<file path="config.mk">
export PLATFORM = sky130hd
export DESIGN_NAME = xm_inst_encoder
export DESIGN_NICKNAME = d
export VERILOG_FILES = /design/src/rtl/xm_inst_encoder.sv
export SDC_FILE = /design/constraint.sdc
export NUM_CORES = 1
export LEC_CHECK = 0
export CORE_ASPECT_RATIO = 0.75
export CORE_MARGIN = 2
export CORE_UTILIZATION = 40
export CTS_CLUSTER_DIAMETER = 150
export DETAILED_ROUTE_END_ITERATION = 16
export PLACE_DENSITY = 0.73
export SLEW_MARGIN = 20
export SYNTH_ARGS = -nofsm -noshare
export SYNTH_HDL_FRONTEND = slang
export SYNTH_SLANG_ARGS = --single-unit
export TNS_END_PERCENT = 1
</file>
<file path="constraint.sdc">
create_clock -name clk_i -period 3.7 [get_ports clk_i]
set_clock_uncertainty 0.15 [all_clocks]
set_input_delay 0.555 -clock clk_i [delete_from_list [all_inputs] [get_ports clk_i]]
set_output_delay 0.555 -clock clk_i [all_outputs]
set_load 0.05 [all_outputs]
</file>
<file path="src/rtl/xm_inst_encoder.sv">
// X-Makina instruction encoder: turns field-level requests into 16-bit instruction words
// and queues them in a first-word fall-through FIFO for the fetch path.
module xm_inst_encoder #(
    parameter int unsigned WORD  = 16,
    parameter int unsigned DEPTH = 4
) (
    input  logic                     clk_i,
    input  logic                     arst_i,
    input  logic                     reqValid_i,
    output logic                     reqReady_o,
    input  logic [2:0]               reqKind_i,
    input  logic [3:0]               aluOp_i,
    input  logic                     constSel_i,
    input  logic                     byteOp_i,
    input  logic [2:0]               regAdrA_i,
    input  logic [2:0]               regAdrB_i,
    input  logic [2:0]               cond_i,
    input  logic [WORD-1:0]          value_i,
    output logic [WORD-1:0]          inst_o,
    output logic                     instValid_o,
    input  logic                     instReady_i,
    output logic                     err_o,
    output logic [$clog2(DEPTH):0]   level_o
);

    localparam int unsigned PTR_W = $clog2(DEPTH);
    localparam int unsigned LVL_W = PTR_W + 1;

    localparam logic [2:0] KIND_ALU = 3'd0;
    localparam logic [2:0] KIND_IMM = 3'd1;
    localparam logic [2:0] KIND_BL  = 3'd2;
    localparam logic [2:0] KIND_CB  = 3'd3;
    localparam logic [2:0] KIND_LDR = 3'd4;
    localparam logic [2:0] KIND_STR = 3'd5;

    typedef enum logic [0:0] {StIdle, StHigh} state_e;

    state_e            state_q, state_d;
    logic [WORD-1:0]   movh_q, movh_d;
    logic              err_q, err_d;

    logic [WORD-1:0]   enc_word;
    logic [WORD-1:0]   enc_movh;
    logic              enc_legal;
    logic              enc_split;

    logic              accept;
    logic              push;
    logic [WORD-1:0]   push_word;
    logic              pop;

    logic [WORD-1:0]   mem_q [DEPTH];
    logic [PTR_W-1:0]  wr_ptr_q, wr_ptr_d;
    logic [PTR_W-1:0]  rd_ptr_q, rd_ptr_d;
    logic [LVL_W-1:0]  level_q, level_d;

    // Field packing and legality; branch/memory offsets must be the sign extension
    // of the encoded field width.
    always_comb begin
        enc_word  = '0;
        enc_movh  = '0;
        enc_legal = 1'b0;
        enc_split = 1'b0;
        case (reqKind_i)
            KIND_ALU: begin
                enc_word  = {4'b0100, aluOp_i, constSel_i, byteOp_i, regAdrB_i, regAdrA_i};
                enc_legal = 1'b1;
            end
            KIND_IMM: begin
                enc_legal = 1'b1;
                enc_movh  = {3'b011, 2'b11, value_i[15:8], regAdrA_i};
                if (value_i[15:8] == 8'h00) begin
                    enc_word = {3'b011, 2'b01, value_i[7:0], regAdrA_i};
                end else if (value_i[15:8] == 8'hFF) begin
                    enc_word = {3'b011, 2'b10, value_i[7:0], regAdrA_i};
                end else begin
                    enc_word  = {3'b011, 2'b00, value_i[7:0], regAdrA_i};
                    enc_split = 1'b1;
                end
            end
            KIND_BL: begin
                enc_word  = {3'b000, value_i[13:1]};
                enc_legal = ~value_i[0] && (value_i[15:13] == {3{value_i[13]}});
            end
            KIND_CB: begin
                enc_word  = {3'b001, cond_i, value_i[10:1]};
                enc_legal = ~value_i[0] && (value_i[15:10] == {6{value_i[10]}});
            end
            KIND_LDR: begin
                enc_word  = {2'b10, value_i[6:0], byteOp_i, regAdrB_i, regAdrA_i};
                enc_legal = (value_i[15:6] == {10{value_i[6]}});
            end
            KIND_STR: begin
                enc_word  = {2'b11, value_i[6:0], byteOp_i, regAdrB_i, regAdrA_i};
                enc_legal = (value_i[15:6] == {10{value_i[6]}});
            end
            default: begin
                enc_legal = 1'b0;
            end
        endcase
    end

    // Two free slots are kept so a split immediate can always land both words.
    assign reqReady_o = ~arst_i && (state_q == StIdle) &&
                        (level_q <= LVL_W'(DEPTH - 2));
    assign accept     = reqValid_i && reqReady_o;

    always_comb begin
        state_d   = state_q;
        movh_d    = movh_q;
        err_d     = 1'b0;
        push      = 1'b0;
        push_word = '0;
        unique case (state_q)
            StIdle: begin
                if (accept) begin
                    if (enc_legal) begin
                        push      = 1'b1;
                        push_word = enc_word;
                        if (enc_split) begin
                            movh_d  = enc_movh;
                            state_d = StHigh;
                        end
                    end else begin
                        err_d = 1'b1;
                    end
                end
            end
            StHigh: begin
                push      = 1'b1;
                push_word = movh_q;
                state_d   = StIdle;
            end
            default: begin
                state_d = StIdle;
            end
        endcase
    end

    always_ff @(posedge clk_i or posedge arst_i) begin
        if (arst_i) begin
            state_q <= StIdle;
            movh_q  <= '0;
            err_q   <= 1'b0;
        end else begin
            state_q <= state_d;
            movh_q  <= movh_d;
            err_q   <= err_d;
        end
    end

    assign instValid_o = (level_q != '0);
    assign pop         = instValid_o && instReady_i;

    always_comb begin
        wr_ptr_d = push ? wr_ptr_q + 1'b1 : wr_ptr_q;
        rd_ptr_d = pop  ? rd_ptr_q + 1'b1 : rd_ptr_q;
        level_d  = level_q;
        case ({push, pop})
            2'b10:   level_d = level_q + 1'b1;
            2'b01:   level_d = level_q - 1'b1;
            default: level_d = level_q;
        endcase
    end

    always_ff @(posedge clk_i or posedge arst_i) begin
        if (arst_i) begin
            wr_ptr_q <= '0;
            rd_ptr_q <= '0;
            level_q  <= '0;
        end else begin
            wr_ptr_q <= wr_ptr_d;
            rd_ptr_q <= rd_ptr_d;
            level_q  <= level_d;
        end
    end

    // Storage needs no reset: the head is masked while the FIFO is empty.
    always_ff @(posedge clk_i) begin
        if (push) begin
            mem_q[wr_ptr_q] <= push_word;
        end
    end

    assign inst_o  = instValid_o ? mem_q[rd_ptr_q] : '0;
    assign err_o   = err_q;
    assign level_o = level_q;

endmodule

</file>
==> summary.md <==
| Metric | Value |
|---|---|
| Outcome | `complete, no violations` |
| Met1 wire length | `4.43 mm` |
| Total non-filler cell area in the finished layout | `between 0.005 and 0.006 mm²` |
| Category of the worst setup path capture point | `flip-flop` |
| Detailed-router iteration count before antenna repair | `4` |
| Worst slew margin | `41.1%` |
| Worst r2r src | `level_o[0]$_DFFE_PP0P_` |
| Count of final setup violators | `0` |
| Placed Cells incl. Taps | `~500` |
| TritonCTS clock tree | `done` |
| Post-cts repair resize count | `0` |
| Critical Path Fanout Max | `2` |
| Wire length on met3 | `452 µm` |
| Aggregate global routing overflow | `0` |
| CP startpoint kind | `primary input` |
| Dominant synthesized flop cell | `sky130_fd_sc_hd__edfxtp_1` |
| Core Util, Final | `a little over half` |
| Count of endpoints failing hold in the final timing report | `0` |
| Total count of max-transition violations in the final report | `0` |
| RD Place Congestion | `roughly 0.93` |
| Number of storage elements in the synthesis netlist | `85` |
| Number of antenna violations at the first check in global routing | `0` |
| Post-detailed-route DRC marker count | `0` |
| Depth of the worst register-to-register path | `8` |
| Proportion of register bits with asynchronous set or reset after synthesis | `24.7%` |
| Warning count from the yosys run | `0` |
| Number of buffers created by CTS | `9` |
| Post-Synthesis Net Count | `about 360` |
| Worst Hold End | `movh_q[13]$_DFFE_PP0P_` |
| Number of nets still failing antenna checks after routing | `0` |
| Die H | `between 90 and 100 µm` |
| Power Total | `3.23 mW` |
| Post-synthesis instance area | `0.00415 mm²` |
| Filler-free cell count of the finished design | `between 500 and 600` |
| Diode insertion count for antenna repair | `0` |
| Worst reg-to-reg setup slack | `between 1000 and 1500 ps` |
| Number of buffers added for setup after CTS | `0` |
| Row Count | `32` |
| DR WL met2 | `roughly 4.4 mm` |
| Min-Delay Startpoint | `movh_q[13]$_DFFE_PP0P_` |
| First-pass GRT wire length | `15.1 mm` |
| Synthesized instance count | `between 300 and 400` |
| Critical path class | `in2reg` |
| Leak Pwr | `between 1.5 and 2 nW` |
| Via density per instance | `between 5 and 6` |
| Post-Syn Area per Cell | `around 13 µm²` |
| Final-stage net count | `between 400 and 500` |
| Highest clock rate | `~300 MHz` |
| CTS Hold Bufs | `0` |
| Total Routed Length | `roughly 9.3 mm` |
| Max VDD drop | `roughly 0.23 mV` |
| HPWL Detailed | `between 6 and 7 mm` |
| Setup repair after global routing missed its margin | `false` |
| Data arrival at the endpoint of the critical path | `~3400 ps` |
| Post-route worst setup slack | `377 ps` |
| Path type of the worst min-delay path | `reg2reg` |
| Top cell type's share of synthesized area | `46.3%` |
| All-layer global routing usage | `17.9%` |
| DR iter-0 viols | `roughly 240` |
| Setup tns final | `0 ps` |
| Number of distinct library cells after synthesis | `46` |
| Max Cap Viol | `0` |
| Later-pin clock latency in the skew report | `330 ps` |
| Number of cells on the worst hold path | `1` |
| Most common cell in the netlist | `sky130_fd_sc_hd__edfxtp_1` |
| Wire length per cell | `~18 µm` |
| Clock-pin transition on the worst setup and hold timing paths | `approximately 70 ps` |
| Largest cells by area after synthesis | `sky130_fd_sc_hd__edfxtp_1, sky130_fd_sc_hd__dfrtp_1, sky130_fd_sc_hd__mux4_2` |
| Starting density of the core | `~41%` |
| Die Area | `approximately 0.011 mm²` |
| Leading post-synthesis cells by instance count | `sky130_fd_sc_hd__edfxtp_1, sky130_fd_sc_hd__nand2_1, sky130_fd_sc_hd__dfrtp_1` |
| Largest net degree at the start of global routing | `22` |
| Number of primary I/O pins | `60` |
| Worst-Margin Slew | `roughly 880 ps` |
| Power density over the cells | `roughly 600 mW/mm²` |
| Clk root buf | `sky130_fd_sc_hd__clkbuf_16` |
| Overall via count from detail_route | `about 2800` |
| Clock buffer depth | `2` |
| Fin crit period | `around 3300 ps` |
| Area leader, netlist | `sky130_fd_sc_hd__edfxtp_1` |
| Highest signal layer in the routed design | `met4` |
| Required time reported for the critical path endpoint | `about 3800 ps` |
| Area grow syn2layout | `29.3%` |
| Worst slack at placement | `between 20 and 30 ps` |
| Worst hold slack | `about 340 ps` |
| Placed Instance Area | `0.00506 mm²` |
| Area of the placeable core | `just over 0.01 mm²` |
| CTS HTree Levels | `3` |
| IO buf count | `59` |
| Reg-to-Reg End | `level_o[2]$_DFFE_PP0P_` |
| Die outline width | `122 µm` |
| Number of sinks handled by clock tree synthesis | `85` |
| Count of flip-flops with a built-in enable after synthesis | `64` |
| Number of global-route vias before repair | `roughly 2800` |
| Period utilisation layout | `89.8%` |
| Share of the yosys chip area belonging to registers | `between 50% and 60%` |
| Layout cell share with drive strength beyond 1 | `roughly 18%` |
[how the worst max path moves through the flow]
stage,from,endpoint,slack (ps),depth (start not counted)
2_1_floorplan,value_i[10],mem_q[1][0]$_DFFE_PP_,90,8
3_3_place_gp,value_i[10],level_o[2]$_DFFE_PP0P_,100,14
3_5_place_dp,value_i[10],level_o[2]$_DFFE_PP0P_,30,14
4_1_cts,value_i[10],level_o[2]$_DFFE_PP0P_,390,14
5_1_grt,value_i[10],level_o[2]$_DFFE_PP0P_,260,14
6_report,value_i[10],level_o[2]$_DFFE_PP0P_,380,14
[cell families (layout without fill, tap and decap cells)]
group,Yosys count,after routing,share of synthesized area (%)
fa+ha+maj,8,8,2.59
flops,85,85,58.9
buf+inv,32,110,3.13
simple gates,88,88,11.2
mux,33,33,13.5
xor+xnor,5,5,1.05
compound gates,58,58,9.55
[registers in the layout, indices dropped and copies added, names as in the netlist]
signal,cells
state_q,1
mem_q,64
level_o,3
movh_q,12
wr_ptr_q,2
err_o,1
rd_ptr_q,2
[cells in the final DEF (no fill, tap or decap), drive strengths merged, types with 3 or more instances in the layout]
master         synthesis  final
o21ai                 19     19
xor2                   3      3
and2                  19     19
inv                   15     18
nand4                  3      3
nor2b                  7      7
a21boi                 4      4
mux2i                  8      8
buf                    3     20
clkinv                 0      3
nand3                  6      6
clkbuf                14      9
or3                    3      3
edfxtp                64     64
mux2                   9      9
dfrtp                 21     21
clkdlybuf4s50          0     59
ha                     7      7
nor2                  13     13
mux4                  16     16
nand2                 22     22
nor4                   4      4
or4                    3      3
a21oi                 14     14
a22oi                  6      6
o22ai                  3      3
[per-layer routing]
layer	track usage [%]	up-vias
met5	0	-
met4	3.26	0
met3	5.16	4
met2	28.0	93
met1	25.3	1396
li1	-	1315
[area by class of cell]
cell class | count | area (µm²)
Clock buffer | 9 | 225
Clock inverter | 7 | 81.3
Fill cell | 877 | 4840
Inverter | 15 | 56.3
Multi-Input combinational cell | 192 | 1600
Sequential cell | 85 | 2450
Tap cell | 136 | 170
Timing Repair Buffer | 79 | 791
[power by group]
group | internal, mW | total, mW | switching (mW)
sequential | 1.09 | 1.18 | 0.0878
combinational | 0.464 | 1.14 | 0.677
clock | 0.533 | 0.911 | 0.377
total | 2.09 | 3.23 | 1.14
[worst max-delay path, stage by stage]
cell	delay [ps]
sky130_fd_sc_hd__clkdlybuf4s50_1	480
sky130_fd_sc_hd__inv_1	50
sky130_fd_sc_hd__ha_1	290
sky130_fd_sc_hd__or4_1	400
sky130_fd_sc_hd__o311a_2	170
sky130_fd_sc_hd__a2111oi_4	340
sky130_fd_sc_hd__o31ai_2	120
sky130_fd_sc_hd__and2_1	170
sky130_fd_sc_hd__ha_1	220
sky130_fd_sc_hd__inv_1	70
sky130_fd_sc_hd__fa_1	180
sky130_fd_sc_hd__xor2_1	140
sky130_fd_sc_hd__nor2_1	60
sky130_fd_sc_hd__xor2_1	140
Power figures use the tool's default switching activity.
==> patch 1: new RTL, config.mk and constraints unchanged <==
`DEPTH`: 4 -> 16.
--- a/src/rtl/xm_inst_encoder.sv
+++ b/src/rtl/xm_inst_encoder.sv
@@ -4,3 +4,3 @@
     parameter int unsigned WORD  = 16,
-    parameter int unsigned DEPTH = 4
+    parameter int unsigned DEPTH = 16
 ) (
Ports: changed (resized level_o); port bits go from 60 to 62. No check against the original RTL was run, so the function may have changed too.
==> patch 1 against the original RTL <==
Count of clock-buffer cells in the layout grew 23; cell area grew to 2.7 times the old value; largest cell class unchanged; sequential share of layout area grew 12 points; power grew to 3.0 times the old value; wire length grew to 2.8 times the old value; largest power group unchanged; sequential cell count grew 198; synthesized area grew to 2.9 times the old value; global-route usage shrank 0.55 points; first-iteration DRC count grew 130%; critical endpoint is now inst_o[13]; setup slack lost 0.27 ns; worst hold slack gained 0.020 ns; critical path type is now register to output port.
==> patch 1: results (changes against the original RTL) <==
[grt]
use_met3_pct=2.71  ; -2.4 points
grt_pass1_vias=6628  ; +140%
grt_use_met2_pct=27.2  ; -0.81 points

[floorplan]
die-area_um2=31500  ; +180%

[critical_path]
cpLargestDelayFamily=multiplexers
slowest_stage=dfrtp_2
cp_data_arrival_time_ns=2.89  ; -0.50 ns
r2r_slack_ns=0.65  ; -0.45 ns
rr_worst_depth=12  ; +4

[clocking]
clockBufferDepth=3  ; +1
post-cts-setup-buffers=1  ; +1
cts-buffers-inserted=26  ; +17
htree_levels=1  ; -2
clk_latency_ns=0.53  ; +0.20 ns

[detailed_routing]
dr.first_iter.drc_count=546  ; +130%
met2WireLength_um=12600  ; +180%
wl_met1_um=11800  ; +170%
drt_pass1_iterations=5  ; +1
via_per_inst=5.54  ; +3.2%
num_vias=6421  ; +130%

[layout]
drive_gt1_share_pct=33.2  ; +15 points
final-clk-cell-share_pct=5.39  ; -0.32 points
signal_buffers=136  ; +72%
largest_reg_flops=256  ; +300%
nNetsFinal=802  ; +87%
buf_share_pct=8.84  ; -5.9 points
multi_input_area_share_pct=24.7  ; -5.1 points

[yosys]
synthArstFlopShare_pct=9.54  ; -15 points
synth-edff-count=256  ; +300%
yosysSeqAreaShare_pct=69.6  ; +11 points
synth_xor_area_share_pct=0.801  ; -0.25 points
synthTopCellsByArea=edfxtp_1 (64%), mux4_2 (15%), dfrtp_1 (5.6%)

[sta]
finalHoldWorstSlack_ns=0.365  ; +0.0197 ns
fin_crit_sh_pct=97.1  ; +7.3 points

[placement]
globalplace.congestion=0.849  ; -9.0%
dpl.hpwl_um=17400  ; +160%
post_dp_cell_area_um2=13800  ; +170%

[run_status]
outcome=finished, final reports clean

## patch 1: cell types whose count changed in the layout (fill, tap and decap cells not counted), moves of 6 or more
cell / before / now
buf_12: 4 / 11
clkbuf_1: 0 / 6
clkdlybuf4s50_1: 59 / 45
clkbuf_16: 9 / 26
a21oi_1: 14 / 8
edfxtp_1: 64 / 256
a22o_1: 0 / 15
buf_4: 16 / 79
nor2b_1: 7 / 20
nor3b_4: 0 / 11
and2_1: 18 / 0
mux4_2: 16 / 80
nand2_1: 22 / 28
## patch 1: worst reg2reg max path: stages, from the launching register on
cell      delay, ns
dfrtp_2        0.47
a41o_1         0.33
nor4b_4        0.40
nand2b_1       0.13
o221a_4        0.28
ha_2           0.22
xor2_1         0.15
ha_2           0.18
o211ai_1       0.18
a21oi_1        0.09
a31oi_1        0.14
nor2_1         0.07
xor2_1         0.14
==> patch 2: new RTL, same flow settings <==
Made on the original files. Reset style: synchronous (`arst_i`), changed in 2 clocked blocks.
--- a/src/rtl/xm_inst_encoder.sv
+++ b/src/rtl/xm_inst_encoder.sv
@@ -139,3 +139,3 @@
 
-    always_ff @(posedge clk_i or posedge arst_i) begin
+    always_ff @(posedge clk_i) begin
         if (arst_i) begin
@@ -165,3 +165,3 @@
 
-    always_ff @(posedge clk_i or posedge arst_i) begin
+    always_ff @(posedge clk_i) begin
         if (arst_i) begin
Function: differs if arst_i is asserted again (counterexample within 4 cycles, from zero or initial values and one cycle with arst_i high); with arst_i held inactive, the same outputs for 4 cycles.
==> patch 2 against the original RTL <==
Fmax increased by 3.9%; setup slack improved by 0.12 ns; non-clock buffer count decreased by 3; cell count increased by 3.3%; sequential cell count increased by 2; critical endpoint is now level_o[2]$_SDFFE_PP0P_; power decreased by 19%; synthesized area increased by 0.69%; cell area decreased by 1.7%; wire length decreased by 0.98%.
==> patch 2: results (changes against the original RTL) <==
[pwr]
vdd_drop_max_v=0.000272  ; +21%
cellPowerDensity_nw_per_um2=494  ; -18%
pwr-share-comb_pct=23.2  ; -12 points
switching_share_pct=29.5  ; -5.8 points
seqPwrFrac_pct=41.3  ; +4.8 points
p_leak_uw=0.00176  ; -5.8%

[detailed_routing]
wire_per_inst_um=17.1  ; -4.1%
via_per_inst=5.27  ; -1.9%
met2WireLength_um=4230  ; -4.4%
routed-wl-met3_um=578  ; +28%
dr.first_iter.drc_count=191  ; -19%
highest_layer=met4
wl_met1_um=4370  ; -1.3%

[grt]
use_met3_pct=4.68  ; -0.48 points
grt_max_degree=23  ; +4.5%
grt_use_met2_pct=26.1  ; -1.9 points
use_met1_pct=25.4  ; +0.11 points
grt_pass1_vias=2821  ; +0.79%
grt_pass1_wl_um=14900  ; -1.2%
grt_usage_pct=17.3  ; -0.64 points

[layout]
nNetsFinal=445  ; +4.0%
nFillCells=908  ; +3.5%
syn2layout_area_growth_pct=26.3
regMostFlops=mem_q
fin_cells=540  ; +3.3%
drive_gt1_share_pct=19.3  ; +1.5 points

[critical_path]
r2r_slack_ns=0.96  ; -0.14 ns
reg2reg_to=level_o[2]$_SDFFE_PP0P_
slowest_delay_ns=0.59  ; +0.11 ns
r2r_start=level_o[0]$_SDFFE_PP0P_
crit_fanout=6  ; +4
cp_data_arrival_time_ns=3.32  ; -0.07 ns

[yosys]
synthArstFlopShare_pct=0  ; -25 points
yosys-top-cells-count=edfxtp_1 (64), nand2_1 (33), dfxtp_1 (23)
synthTopCellsByArea=edfxtp_1 (46%), dfxtp_1 (11%), mux4_2 (8.6%)
synthMuxAreaShare_pct=10.1  ; -3.4 points
synth_nets=378  ; +6.5%
synth.avg_cell_area_um2=12.6  ; -6.3%
yosysSeqAreaShare_pct=57.0  ; -2.0 points
synth-edff-count=64  ; unchanged
synth.distinct_cells=51  ; +11%
synth-main-ff-cell=edfxtp_1
synthAdderAreaFrac_pct=2.57  ; -0.018 points
synth_compound_area_share_pct=11.5  ; +2.0 points
synth_xor_area_share_pct=0.838  ; -0.22 points

[placement]
post_dp_cell_area_um2=4970  ; -1.8%
globalplace.congestion=0.888  ; -4.8%
placed_cells=524  ; +3.4%
dp_slack_ns=0.191  ; +0.163 ns
dpl.hpwl_um=6670  ; about the same

[sta]
worstMarginPinSlew_ns=0.562  ; -0.320 ns
finalHoldWorstSlack_ns=0.306  ; -0.0388 ns

[run_status]
outcome=finished, final reports clean

[hold_path]
min_to=movh_q[1]$_SDFFE_PP0P_
hold_depth=2  ; +1
min-delay-start=movh_q[1]$_SDFFE_PP0P_

[clocking]
clk_pin_slew_ns=0.07  ; about the same
post-cts-setup-buffers=0  ; unchanged

==> patch 2: area by class of cell <==
class	instances	area share, %
Multi-Input combinational cell	211	31.2
Sequential cell	87	45.1
Inverter	14	1.04
Tap cell	136	3.22
Clock buffer	9	4.27
Timing Repair Buffer	76	13.6
Clock inverter	7	1.59
==> patch 2: how the worst max path moves through the flow <==
stage                                        from                       to  slack, ns  cells after the start
final                                 value_i[10]  level_o[2]$_SDFFE_PP0P_       0.50                     13
after floorplan           level_o[1]$_SDFFE_PP0P_    mem_q[0][0]$_DFFE_PP_       0.37                      5
after CTS                             value_i[10]  level_o[2]$_SDFFE_PP0P_       0.53                     13
after global placement                value_i[10]  level_o[2]$_SDFFE_PP0P_       0.25                     13
after global routing                  value_i[10]  level_o[2]$_SDFFE_PP0P_       0.31                     13
after detailed placement              value_i[14]  level_o[2]$_SDFFE_PP0P_       0.19                     11
